## src/rtl/booth_accumulator_pkg.sv

```systemverilog
// Shared definitions for the Booth multiplier datapath: FSM state encoding
// and the default number of partial-product beats per multiply.
package booth_accumulator_pkg;

  typedef enum logic [1:0] {
    IDLE  = 2'b00,
    ACCUM = 2'b01,
    DONE  = 2'b10
  } state_t;

  localparam int BEATS_DEFAULT = 8;

endpackage

```

## src/rtl/csa_3to2_64bit.sv

```systemverilog
// 3:2 carry-save compressor: reduces three operands to a sum word and a
// carry word, with the carry word already shifted into its weight position.
module csa_3to2_64bit #(
  parameter int WIDTH = 64
) (
  input  logic [WIDTH-1:0] X,
  input  logic [WIDTH-1:0] Y,
  input  logic [WIDTH-1:0] Z,
  output logic [WIDTH-1:0] Sum,
  output logic [WIDTH-1:0] Carry
);

  logic [WIDTH-1:0] majority;

  assign Sum      = X ^ Y ^ Z;
  assign majority = (X & Y) | (X & Z) | (Y & Z);
  // The top carry-out falls off the end, giving modulo 2^WIDTH behaviour.
  assign Carry    = {majority[WIDTH-2:0], 1'b0};

endmodule

```

## src/rtl/booth_accumulator.sv

```systemverilog
// Accumulates BEATS beats of three pre-shifted Booth partial products into a
// registered WIDTH-bit product, with a simple IDLE/ACCUM/DONE handshake.
module booth_accumulator
  import booth_accumulator_pkg::*;
#(
  parameter int WIDTH = 64,
  parameter int BEATS = BEATS_DEFAULT
) (
  input  logic               clk,
  input  logic               reset,
  input  logic               start,
  input  logic               pp_valid,
  input  logic [WIDTH-1:0]   BoothA,
  input  logic [WIDTH-1:0]   BoothB,
  input  logic [WIDTH-1:0]   BoothC,
  output logic               busy,
  output logic               done,
  output logic [WIDTH-1:0]   Product,
  output logic [WIDTH/2-1:0] Hi,
  output logic [WIDTH/2-1:0] Lo
);

  localparam int CNT_W = $clog2(BEATS + 1);
  localparam logic [CNT_W-1:0] LAST_BEAT = CNT_W'(BEATS - 1);

  state_t           state;
  state_t           next_state;
  logic [WIDTH-1:0] acc;
  logic [CNT_W-1:0] beat_cnt;
  logic [WIDTH-1:0] pp_sum;
  logic [WIDTH-1:0] pp_carry;
  logic [WIDTH-1:0] acc_next;
  logic             accept;
  logic             restart;

  csa_3to2_64bit #(
    .WIDTH(WIDTH)
  ) u_csa (
    .X    (BoothA),
    .Y    (BoothB),
    .Z    (BoothC),
    .Sum  (pp_sum),
    .Carry(pp_carry)
  );

  // The compressed beat folds into the accumulator through one carry-propagate adder.
  assign acc_next = acc + pp_sum + pp_carry;

  assign accept  = (state == ACCUM) && pp_valid;
  assign restart = ((state == IDLE) || (state == DONE)) && start;

  always_ff @(posedge clk or posedge reset) begin
    if (reset) begin
      state <= IDLE;
    end else begin
      state <= next_state;
    end
  end

  always_comb begin
    next_state = state;
    case (state)
      IDLE:    if (start) next_state = ACCUM;
      ACCUM:   if (pp_valid && (beat_cnt == LAST_BEAT)) next_state = DONE;
      DONE:    if (start) next_state = ACCUM;
      default: next_state = IDLE;
    endcase
  end

  // Start and pp_valid are only honoured in their own states, so stray pulses are harmless.
  always_ff @(posedge clk or posedge reset) begin
    if (reset) begin
      acc      <= '0;
      beat_cnt <= '0;
    end else if (restart) begin
      acc      <= '0;
      beat_cnt <= '0;
    end else if (accept) begin
      acc      <= acc_next;
      beat_cnt <= beat_cnt + CNT_W'(1);
    end
  end

  assign busy    = (state == ACCUM);
  assign done    = (state == DONE);
  assign Product = acc;
  assign Hi      = acc[WIDTH-1:WIDTH/2];
  assign Lo      = acc[WIDTH/2-1:0];

endmodule

```

## config.mk

```make
export PLATFORM = sky130hd
export DESIGN_NAME = booth_accumulator
export DESIGN_NICKNAME = d
export VERILOG_FILES = /design/src/rtl/booth_accumulator_pkg.sv /design/src/rtl/csa_3to2_64bit.sv /design/src/rtl/booth_accumulator.sv
export SDC_FILE = /design/constraint.sdc
export NUM_CORES = 1
export LEC_CHECK = 0
export ABC_AREA = 1
export CAP_MARGIN = 20
export CORE_ASPECT_RATIO = 2
export CORE_MARGIN = 1
export CORE_UTILIZATION = 47
export CTS_CLUSTER_DIAMETER = 60
export DETAILED_ROUTE_END_ITERATION = 6
export GPL_TIMING_DRIVEN = 0
export PLACE_DENSITY = 0.78
export SLEW_MARGIN = 20
export SYNTH_ARGS = -nofsm -noshare
export SYNTH_HDL_FRONTEND = slang
export SYNTH_SLANG_ARGS = --single-unit
```

## constraint.sdc

```tcl
create_clock -name clk -period 2.7 [get_ports clk]
set_input_delay 0.675 -clock clk [delete_from_list [all_inputs] [get_ports clk]]
set_output_delay 0.675 -clock clk [all_outputs]
set_load 0.05 [all_outputs]
```

==> results.ini <==
[synth]
netlist_area_um2 = 12790
async_reset_ff_frac = 1.000
synth.top_cell.area_share = 0.1987
synth.most_common_cell = inv_1
synth_area_leader_cell = inv_1
syn_area_per_cell_um2 = 6.213
ys_seq_area_frac = 0.1369
synth_common_cells = 677 x inv_1, 620 x nand2_1, 126 x fa_1
synth_area_leaders = inv_1 20%, fa_1 20%, nand2_1 18%
synth_ff_type = dfrtp_1
yosysUniqueCellTypes = 40
synth-seq-cells = 70
yosysWarnings = 0
synth_fp_nets = 2445
syn_inst = 2059
synth_edf_count = 0

[sta]
fin_ws_ns = -0.5191
finClkSkew_ns = 0.01389
fin_crit_sh = 1.192
worst_pin_slew_ns = 1.204
drv_slew = 0
maxSlewHeadroom = 0.1972
period_minus_slack_ns = 3.219
setup_viol = 58
hold_viol = 0
fmax_ghz = 0.3106
rsz0062_at_grt = true

[run_status]
status = finished, violations left
violations = setup timing

[global_routing]
grt_antenna_before_repair = 0
grt_max_degree = 37
grt_pass1_wl_mm = 80.34
gr-total-overflow = 0
grt_use_total = 0.3891
grt_pass1_vias = 15470

[drt]
dr.max_layer_used = met4
wl_met1_mm = 15.50
drt-total-wl_mm = 56.88
wl_met3_mm = 3.124
viasPerCell = 5.105
met2WireLength_mm = 31.13
drtIter0Drc = 710
first_pass_iters = 5
ant_nets = 0
wire_per_inst_um = 19.78
drc = 0
num_vias = 14680

[final_layout]
area_growth_pct = 68.58
final_util = 0.8047
seqCellArea_um2 = 1752
drive_above_1_share = 0.5342
nFillCells = 1807
fin_nets = 2908
instances_no_fill = 2876
multiInputGateArea_um2 = 11970

[place]
dp_slack_ns = -1.615
gp_congestion = 0.9418
numPortBuffers = 325
hpwl_mm = 41.98
placed_cells = 2733

[clock_network]
clockBufferDepth = 2
cts_hold_buffers = 0
cts-htree-levels = 3
clock_latency_ns = 0.39
root_buffer = clkbuf_16
cts_made_buffers = 9
cts_sinks = 70
cts_tree = done
path_clk_slew_ns = 0.06

[floorplanning]
die_area_um2 = 27920
core_area_um2 = 26800
fp.dieH_um = 235.3
initial_core_util = 0.4773
io_pins = 326
die_x_um = 118.7
row_count = 85

[critical_path]
critical-path-top-delay-family = adder cells
path_max_fanout = 4
worstSetupStartpointType = primary input
critPathSlowestCell = fa_1
crit_path_frequent_cell = nand2_4
r2r-start = Product[1]
startpoint = BoothB[1]
path_cells = buf_6 -> inv_4 -> fa_2 -> fa_1 -> inv_2 -> ha_4 -> fa_2 -> nand2_2 -> nor2_4 -> nand2_4 -> nor2_4 -> nor2_4 -> nand2_4 -> nand2_4 -> nand2_8 -> nand2_4 -> nand2_2 -> nand2_2 -> nand3_2 -> nand2_1
crit_buf_inv = 3
cp.arrival_ns = 3.54
cp_num_cells = 20
reg2regPathDepth = 18
criticalPathCategory = in2reg
max_stage_delay_ns = 0.51
end_kind = flop
cp.required_ns = 3.02

[flow_run]
drv_cap = 0

[hold_path]
hold_depth = 2
min_from = Product[50]
hold_class = reg2reg

cell usage in the layout (no fill, tap or decap), drive strengths merged, types with 2 or more instances in the layout:
cell	instances
inv	694
nand2	659
buf	324
clkdlybuf4s50	139
fa	126
nor2	125
nand3	79
dfrtp	70
ha	64
a21oi	55
o21ai	51
clkbuf	49
clkdlybuf4s15	15
o22ai	13
nand4	8
dlygate4sd2	7
nor3	7
nor4	5
clkinv	5
or2	4
o21bai	4
xnor2	3
a21boi	3
xor2	3
dlymetal6s2s	3
a22o	2
and2	2
clkinvlp	2
kinds of logic after synthesis:
family / synth area share
adder cells (fa/ha/maj): 0.2598
XOR/XNOR: 0.004109
multiplexers: 0.0007825
AND/OR/NAND/NOR: 0.2961
AO/OA/AOI/OAI: 0.05673
buffers and inverters: 0.2456
flip-flops: 0.1369
repair_timing:
action / in CTS / in global routing
cloned: 0 / 0
resized for setup: 1333 / 394
endpoints found under the setup margin: 62 / 58
setup buffers: 96 / 37
pin swaps: 546 / 352
cell type report:
type	instances	area share
multi-input cells	1218	0.5549
repair buffers	452	0.1798
inverters	695	0.1252
flip-flops and latches	70	0.08123
plain buffers	76	0.02472
well taps	348	0.02019
clock buffers	9	0.01044
clock inverters	7	0.003365
diodes	1	0.0001160
worst paths after layout:
path | endpoint | slack [ns]
max | Product[51] | -0.52
min | Product[50] | 0.53
max reg2reg | Product[51] | -0.16
min reg2reg | Product[50] | 0.53
max in group asynchronous | Product[56] | 1.38
min in group asynchronous | Product[2] | 0.67
stage by stage:
stage | hold WS [ns] | cell area, um^2 | TNS [ns]
finish | 0.5301 | 21570 | -21.82
global route | 0.5536 | 21560 | -24.67
CTS | 0.5307 | 20310 | -19.60
detailed placement | 0.5124 | 17470 | -79.12
global placement | 0.4870 | 17440 | -182.28
floorplan | 0.4717 | 13760 | -17.21
metal layers:
layer	up-vias	track usage
li1	6711	-
met3	350	0.06177
met5	-	0
met2	641	0.7519
met1	6979	0.3013
met4	0	0.4227
registers in the layout, indices dropped and copies added, names as in the netlist:
name and cells:
Product 64, beat_cnt 4, state 2
worst min-delay path: stages (launching register included):
cell     delay, ns
dfrtp_1       0.38
nand2_1       0.06
nand2_1       0.06
Power is left out: the tool's default activity adds up to more than one toggle a clock period on the data nets, which glitch-free logic cannot reach.
